<file path="src/rtl/hs_insert_if.sv">
// hs_insert_if: game-over handshake and high-score RAM port bundle for hs_insert.
// The slave modport is the hs_insert side; the master modport is the game FSM / RAM side.
interface hs_insert_if #(
    parameter int SCORE_W = 32
);
    logic               start;
    logic [SCORE_W-1:0] score_in;
    logic [SCORE_W-1:0] ram_rdata;
    logic [1:0]         ram_raddr;
    logic [1:0]         ram_waddr;
    logic [SCORE_W-1:0] ram_wdata;
    logic               ram_we;
    logic               busy;
    logic               done;
    logic               inserted;

    modport slave (
        input  start,
        input  score_in,
        input  ram_rdata,
        output ram_raddr,
        output ram_waddr,
        output ram_wdata,
        output ram_we,
        output busy,
        output done,
        output inserted
    );

    modport master (
        output start,
        output score_in,
        output ram_rdata,
        input  ram_raddr,
        input  ram_waddr,
        input  ram_wdata,
        input  ram_we,
        input  busy,
        input  done,
        input  inserted
    );
endinterface

</file>
<file path="src/rtl/hs_insert.sv">
// hs_insert: upstream stage of the high-score sort.
// On start it reads the three high-score slots, finds the lowest (highest index on ties),
// overwrites it with the new score if the new score beats it, then pulses done.
// Optional build macro HS_INSERT_TIE_REPLACE_EN: an equal score also replaces the lowest slot,
// so the newest of equal scores is kept. Without it a strictly greater score is required.
// RD_LAT is the RAM read latency and must be 1 or 2.
module hs_insert #(
    parameter int SCORE_W = 32,
    parameter int RD_LAT  = 1
) (
    input  logic        Clk,
    input  logic        Reset,
    hs_insert_if.slave  bus
);

    typedef enum logic [2:0] {
        IDLE,
        RD,
        CMP,
        WR,
        DONE
    } state_t;

    // Address value meaning "no slot" on both RAM ports.
    localparam logic [1:0] NO_ADDR   = 2'b11;
    // Each slot address is held RD_LAT+1 cycles; data is captured on the last one.
    localparam logic [1:0] WAIT_LAST = 2'(RD_LAT);

    state_t             state;
    logic [SCORE_W-1:0] new_q;
    logic [SCORE_W-1:0] slot0_q;
    logic [SCORE_W-1:0] slot1_q;
    logic [SCORE_W-1:0] slot2_q;
    logic [1:0]         k_q;
    logic [1:0]         wait_q;
    logic               hit_q;

    logic [1:0]         raddr_q;
    logic [1:0]         waddr_q;
    logic [SCORE_W-1:0] wdata_q;
    logic               we_q;
    logic               busy_q;
    logic               done_q;
    logic               inserted_q;

    logic [1:0]         min_idx_c;
    logic [SCORE_W-1:0] min_val_c;
    logic               hit_c;

    // Lowest stored slot, unsigned; "<=" lets a later equal slot win so ties pick the highest index.
    always_comb begin
        min_idx_c = 2'd0;
        min_val_c = slot0_q;
        if (slot1_q <= min_val_c) begin
            min_idx_c = 2'd1;
            min_val_c = slot1_q;
        end
        if (slot2_q <= min_val_c) begin
            min_idx_c = 2'd2;
            min_val_c = slot2_q;
        end
    end

`ifdef HS_INSERT_TIE_REPLACE_EN
    assign hit_c = (new_q >= min_val_c);
`else
    assign hit_c = (new_q > min_val_c);
`endif

    // Control FSM; every output is a register except the reset gate on the write enable.
    always_ff @(posedge Clk) begin
        if (Reset) begin
            state      <= IDLE;
            new_q      <= '0;
            slot0_q    <= '0;
            slot1_q    <= '0;
            slot2_q    <= '0;
            k_q        <= 2'd0;
            wait_q     <= 2'd0;
            hit_q      <= 1'b0;
            raddr_q    <= NO_ADDR;
            waddr_q    <= NO_ADDR;
            wdata_q    <= '0;
            we_q       <= 1'b0;
            busy_q     <= 1'b0;
            done_q     <= 1'b0;
            inserted_q <= 1'b0;
        end else begin
            case (state)
                IDLE: begin
                    if (bus.start) begin
                        new_q   <= bus.score_in;
                        k_q     <= 2'd0;
                        wait_q  <= 2'd0;
                        raddr_q <= 2'd0;
                        busy_q  <= 1'b1;
                        state   <= RD;
                    end
                end

                RD: begin
                    if (wait_q == WAIT_LAST) begin
                        case (k_q)
                            2'd0:    slot0_q <= bus.ram_rdata;
                            2'd1:    slot1_q <= bus.ram_rdata;
                            default: slot2_q <= bus.ram_rdata;
                        endcase
                        wait_q <= 2'd0;
                        if (k_q == 2'd2) begin
                            raddr_q <= NO_ADDR;
                            state   <= CMP;
                        end else begin
                            k_q     <= k_q + 2'd1;
                            raddr_q <= k_q + 2'd1;
                        end
                    end else begin
                        wait_q <= wait_q + 2'd1;
                    end
                end

                CMP: begin
                    // waddr_q doubles as the registered min_idx for the write cycle.
                    hit_q   <= hit_c;
                    waddr_q <= min_idx_c;
                    wdata_q <= new_q;
                    we_q    <= hit_c;
                    state   <= WR;
                end

                WR: begin
                    waddr_q    <= NO_ADDR;
                    we_q       <= 1'b0;
                    done_q     <= 1'b1;
                    inserted_q <= hit_q;
                    state      <= DONE;
                end

                DONE: begin
                    done_q     <= 1'b0;
                    inserted_q <= 1'b0;
                    busy_q     <= 1'b0;
                    state      <= IDLE;
                end

                default: begin
                    raddr_q    <= NO_ADDR;
                    waddr_q    <= NO_ADDR;
                    we_q       <= 1'b0;
                    busy_q     <= 1'b0;
                    done_q     <= 1'b0;
                    inserted_q <= 1'b0;
                    state      <= IDLE;
                end
            endcase
        end
    end

    // The RAM samples the write on the same edge that applies Reset, so Reset must mask it
    // directly or an aborted request could still land its write.
    assign bus.ram_we    = we_q & ~Reset;
    assign bus.ram_raddr = raddr_q;
    assign bus.ram_waddr = waddr_q;
    assign bus.ram_wdata = wdata_q;
    assign bus.busy      = busy_q;
    assign bus.done      = done_q;
    assign bus.inserted  = inserted_q;

endmodule

</file>
<file path="src/flat_wrapper.sv">
// flat-port wrapper written by rule: the top's interface ports become plain ports
module hs_insert_flat 
#(
    parameter int SCORE_W = 32,
    parameter int RD_LAT  = 1
)
  (Clk, Reset, bus_start, bus_score_in, bus_ram_rdata, bus_ram_raddr, bus_ram_waddr, bus_ram_wdata, bus_ram_we, bus_busy, bus_done, bus_inserted);
  hs_insert_if #(.SCORE_W(SCORE_W)) bus_i ();
  input  logic Clk;
  input  logic Reset;
  input wire logic [$bits(bus_i.start)-1:0] bus_start;
  input wire logic [$bits(bus_i.score_in)-1:0] bus_score_in;
  input wire logic [$bits(bus_i.ram_rdata)-1:0] bus_ram_rdata;
  output wire logic [$bits(bus_i.ram_raddr)-1:0] bus_ram_raddr;
  output wire logic [$bits(bus_i.ram_waddr)-1:0] bus_ram_waddr;
  output wire logic [$bits(bus_i.ram_wdata)-1:0] bus_ram_wdata;
  output wire logic [$bits(bus_i.ram_we)-1:0] bus_ram_we;
  output wire logic [$bits(bus_i.busy)-1:0] bus_busy;
  output wire logic [$bits(bus_i.done)-1:0] bus_done;
  output wire logic [$bits(bus_i.inserted)-1:0] bus_inserted;
  assign bus_i.start = bus_start;
  assign bus_i.score_in = bus_score_in;
  assign bus_i.ram_rdata = bus_ram_rdata;
  assign bus_ram_raddr = bus_i.ram_raddr;
  assign bus_ram_waddr = bus_i.ram_waddr;
  assign bus_ram_wdata = bus_i.ram_wdata;
  assign bus_ram_we = bus_i.ram_we;
  assign bus_busy = bus_i.busy;
  assign bus_done = bus_i.done;
  assign bus_inserted = bus_i.inserted;
  hs_insert #(.SCORE_W(SCORE_W), .RD_LAT(RD_LAT)) u_core (.Clk(Clk), .Reset(Reset), .bus(bus_i));
endmodule
</file>
<file path="config.mk">
export PLATFORM = sky130hd
export DESIGN_NAME = hs_insert_flat
export DESIGN_NICKNAME = d
export VERILOG_FILES = /design/src/rtl/hs_insert_if.sv /design/src/rtl/hs_insert.sv /design/src/flat_wrapper.sv
export SDC_FILE = /design/constraint.sdc
export NUM_CORES = 1
export LEC_CHECK = 0
export CAP_MARGIN = 20
export CORE_ASPECT_RATIO = 1.5
export CORE_MARGIN = 8
export CORE_UTILIZATION = 35
export DETAILED_ROUTE_END_ITERATION = 7
export PLACE_DENSITY_LB_ADDON = 0.15
export SLEW_MARGIN = 40
export SYNTH_ARGS = -nofsm -noshare
export SYNTH_HDL_FRONTEND = slang
export SYNTH_SLANG_ARGS = --single-unit
export TNS_END_PERCENT = 30
</file>
<file path="constraint.sdc">
create_clock -name Clk -period 5.2 [get_ports Clk]
set_clock_uncertainty 0.15 [all_clocks]
set_input_delay 1.3 -clock Clk [delete_from_list [all_inputs] [get_ports Clk]]
set_output_delay 1.3 -clock Clk [all_outputs]
set_load 0.02 [all_outputs]
</file>
==> results of run 1 <==
area by class of cell:
cell class                 instances  area [um2]  area share, %
clock inverter                    14         178           1.40
timing repair buffer             250        2260           17.8
clock buffer                      18         439           3.46
sequential                       176        3540           27.9
multi-input combinational        891        5690           44.9
tap                              333         417           3.29
inverter                          39         146           1.15
per-stage QoR:
step | worst slack (ns) | power (mW) | instances
5_1_grt | -0.852 | 4.01 | 1721
6_report | -0.637 | 3.82 | 1721
3_5_place_dp | -0.988 | 2.35 | 1677
3_3_place_gp | -0.896 | 2.34 | 1676
2_1_floorplan | -0.179 | 2.03 | 1173
4_1_cts | -0.510 | 3.82 | 1718
registers in the layout, indices dropped and copies added, names as in the netlist:
signal                cells
u_core.bus.busy           1
u_core.bus.done           1
u_core.bus.inserted       1
u_core.bus.ram_raddr      2
u_core.bus.ram_waddr      2
u_core.bus.ram_wdata     32
u_core.hit_q              1
u_core.k_q                2
u_core.new_q             32
u_core.slot0_q           32
u_core.slot1_q           32
u_core.slot2_q           32
u_core.state              3
u_core.wait_q             2
u_core.we_q               1
repair_timing:
action                     CTS  global route
hold endpoints to repair     0             0
setup endpoints to repair    2             2
resized for setup           61            20
pin swaps                   23            23
gates cloned                 1             0
setup buffers                8             3
power by group:
part	internal (mW)	total, mW	switching (mW)	leakage (nW)
combinational	0.520	1.05	0.531	3.19
sequential	1.37	1.40	0.0241	1.43
clock	0.778	1.37	0.593	0.302
total	2.67	3.82	1.15	4.93
worst register-to-register path: cells and delay by family (launching register included):
| family | cells | cell delay, ns |
|---|---|---|
| compound gates | 11 | 2.15 |
| fa+ha+maj | 3 | 0.83 |
| buf+inv | 6 | 0.81 |
| flops | 1 | 0.33 |
| mux | 1 | 0.32 |
| simple gates | 6 | 1.16 |
layer usage:
layer | track usage, % | share of wire, % | up-vias
met2 | 35.0 | 54 | 126
li1 | - | - | 4403
met4 | 8.22 | 3.6 | 0
met5 | 0 | 0 | -
met3 | 2.83 | 2.6 | 54
met1 | 19.6 | 39 | 4112
logic make-up after synthesis:
| kind of cell | Yosys count | share of synthesized area [%] |
|---|---|---|
| AO/OA/AOI/OAI | 291 | 18.3 |
| AND/OR/NAND/NOR | 465 | 20.9 |
| buffers and inverters | 106 | 4.98 |
| multiplexers | 36 | 4.05 |
| flip-flops | 176 | 38.3 |
| adder cells (fa/ha/maj) | 99 | 13.5 |
layout by cell type (no fill, tap or decap), types with 4 or more instances in the layout:
| master | instances |
|---|---|
| sky130_fd_sc_hd__inv_6 | 6 |
| sky130_fd_sc_hd__a21oi_1 | 191 |
| sky130_fd_sc_hd__nand2_1 | 341 |
| sky130_fd_sc_hd__buf_6 | 4 |
| sky130_fd_sc_hd__ha_1 | 83 |
| sky130_fd_sc_hd__or3_1 | 4 |
| sky130_fd_sc_hd__o21ai_0 | 5 |
| sky130_fd_sc_hd__inv_2 | 6 |
| sky130_fd_sc_hd__nor2_1 | 50 |
| sky130_fd_sc_hd__clkdlybuf4s50_1 | 105 |
| sky130_fd_sc_hd__nand3_1 | 11 |
| sky130_fd_sc_hd__dfxtp_1 | 163 |
| sky130_fd_sc_hd__mux2i_1 | 20 |
| sky130_fd_sc_hd__nor2_2 | 5 |
| sky130_fd_sc_hd__buf_4 | 134 |
| sky130_fd_sc_hd__inv_1 | 33 |
| sky130_fd_sc_hd__ha_4 | 16 |
| sky130_fd_sc_hd__nand4_1 | 17 |
| sky130_fd_sc_hd__dfxtp_2 | 13 |
| sky130_fd_sc_hd__mux2i_2 | 5 |
| sky130_fd_sc_hd__a21oi_2 | 10 |
| sky130_fd_sc_hd__buf_12 | 5 |
| sky130_fd_sc_hd__mux2i_4 | 7 |
| sky130_fd_sc_hd__nand2b_1 | 5 |
| sky130_fd_sc_hd__a21o_1 | 47 |
| sky130_fd_sc_hd__nor2b_1 | 9 |
| sky130_fd_sc_hd__clkbuf_16 | 17 |
worst min path at each step:
stage	from	endpoint	slack, ns
2_1_floorplan	u_core.hit_q	u_core.bus.inserted	0.29
3_3_place_gp	u_core.bus.ram_wdata[4]	u_core.bus.ram_wdata[4]	0.29
3_5_place_dp	u_core.bus.ram_wdata[1]	u_core.bus.ram_wdata[1]	0.30
4_1_cts	u_core.bus.ram_wdata[17]	u_core.bus.ram_wdata[17]	0.31
5_1_grt	u_core.bus.ram_wdata[23]	u_core.bus.ram_wdata[23]	0.32
6_report	u_core.bus.ram_wdata[6]	u_core.bus.ram_wdata[6]	0.30
==> out/metrics.yaml, run 1 <==
synthDistinctLibCells: 54
route.vias.total: 8695
finalSetupViolCount: 2
result_of_the_run: "complete, but fails checks"
cts_max_level: 4
worstRegToRegCells: 27
groute.usage.overall_pct: 18.5
drt_pre_antenna_iters: 4
grt_start_max_net_pins: 101
place_area_um2: 11500
power_per_cell_area_nw_per_um2: 301
syn-instance-count: 1173
violations: "setup timing"
critical_path.max_stage_delay_ns: 0.46
globalplace.congestion: 0.822
path_max_fanout: 16
netlist_area_um2: 9200
crit_path_launch: "u_core.slot0_q[14]"
cp_common_cell: "sky130_fd_sc_hd__buf_12"
wire_per_inst_um: 16.9
holdPathStages: 2
synth_sequential_area_ratio_pct: 38.3
postLayoutCellArea_um2: 12700
final.min_clock_period_ns: 5.84
num_io_pins: 107
cellLeakagePower_nw: 4.93
worst_path_max_delay_cell: "sky130_fd_sc_hd__a2111oi_4"
core_area_um2: 25900
clock_sink_count: 176
fillerInstances: 2538
synth_common_cells: "sky130_fd_sc_hd__nand2_1 (341), sky130_fd_sc_hd__a21oi_1 (202), sky130_fd_sc_hd__dfxtp_1 (176), sky130_fd_sc_hd__ha_1 (99), sky130_fd_sc_hd__nor2_1 (55)"
worst_setup_hold_path_clk_slew_ns: 0.07
worst_slack_ns: -0.637
cts-buffers-inserted: 17
worst_setup_path_start_kind: "flop"
whs_ns: 0.304
min-delay-path-class: "reg2reg"
final-max-slew-violation-count: 0
worst_r2r_endpoint: "u_core.we_q"
post-route-period-util_pct: 112
reg2reg_from: "u_core.slot0_q[14]"
grt_antenna_before_repair: 0
cp-endpoint: "u_core.we_q"
die_h_um: 215
critPathCaptureType: "flop"
post-route-util_pct: 49.0
detail_route.iter0.violations: 437
synth_area_leader_cell: "sky130_fd_sc_hd__dfxtp_1"
synth_seq_cells: 176
first_global_vias: 8938
global_route_wire_length_before_repair_um: 46400
path_depth: 27
total_number_of_placement_rows: 72
asyncSetResetFlopFracSynth_pct: 0
drive_above_1_share_pct: 19.2
timing_hold_violations_final: 0
drt_drc_violations_left: 0
area_share_of_the_largest_cell_type_after_synthesis_pct: 38.3
hpwl_um: 20500
tritoncts: "built"
timing.critical_path.required_ns: 5.42
finalNetCount: 1541
synth_warnings: 0
synth_edf_count: 0
synth.avg_cell_area_um2: 7.84
die_w_um: 148
post_synthesis_to_final_layout_area_growth_pct: 37.8
holdBufCountCts: 0
postSynth.topFlopCell: "sky130_fd_sc_hd__dfxtp_1"
r2r_slack_ns: -0.64
design.die.area_um2: 31800
timing.setup.tns_ns: -1.25
input_output_buffers: 106
maxCapViolCount: 0
criticalPathCategory: "reg2reg"
worst-slew-pin-transition_ns: 0.841
diodes: 0
post_drt_antenna_nets: 0
viasPerCell: 5.05
cp.buffers_inverters: 6
detail_route.wirelength_um: 29000
yosys-top-cells-area: "sky130_fd_sc_hd__dfxtp_1 (38%), sky130_fd_sc_hd__nand2_1 (14%), sky130_fd_sc_hd__ha_1 (13%), sky130_fd_sc_hd__a21oi_1 (11%), sky130_fd_sc_hd__a21o_1 (3.8%)"
syn_nets: 1339
cts_root_buffer: "sky130_fd_sc_hd__clkbuf_16"
max_slew_margin_pct: 43.9
timing.fmax_mhz: 171
post-synth-top-count-cell: "sky130_fd_sc_hd__nand2_1"
rsz_0062_raised_after_global_routing: "true"
initial_core_util_pct: 35.6
timing.critical_path.arrival_ns: 6.06
vdd_ir_drop_max_uv: 251
cts_buffer_depth: 2
critPathTopFamily: "compound AO/OA/AOI/OAI gates"
grt.overflow.total: 0
insertion_delay_ns: 0.45
Note: power is estimated with default switching activity, not from simulation.
==> run 2: changes to the inputs <==
Settings changed: ABC_CLOCK_PERIOD_IN_PS set to 5200.
==> results of run 2 <==
Final layout, timing and power as in run 1 (identical DEF).
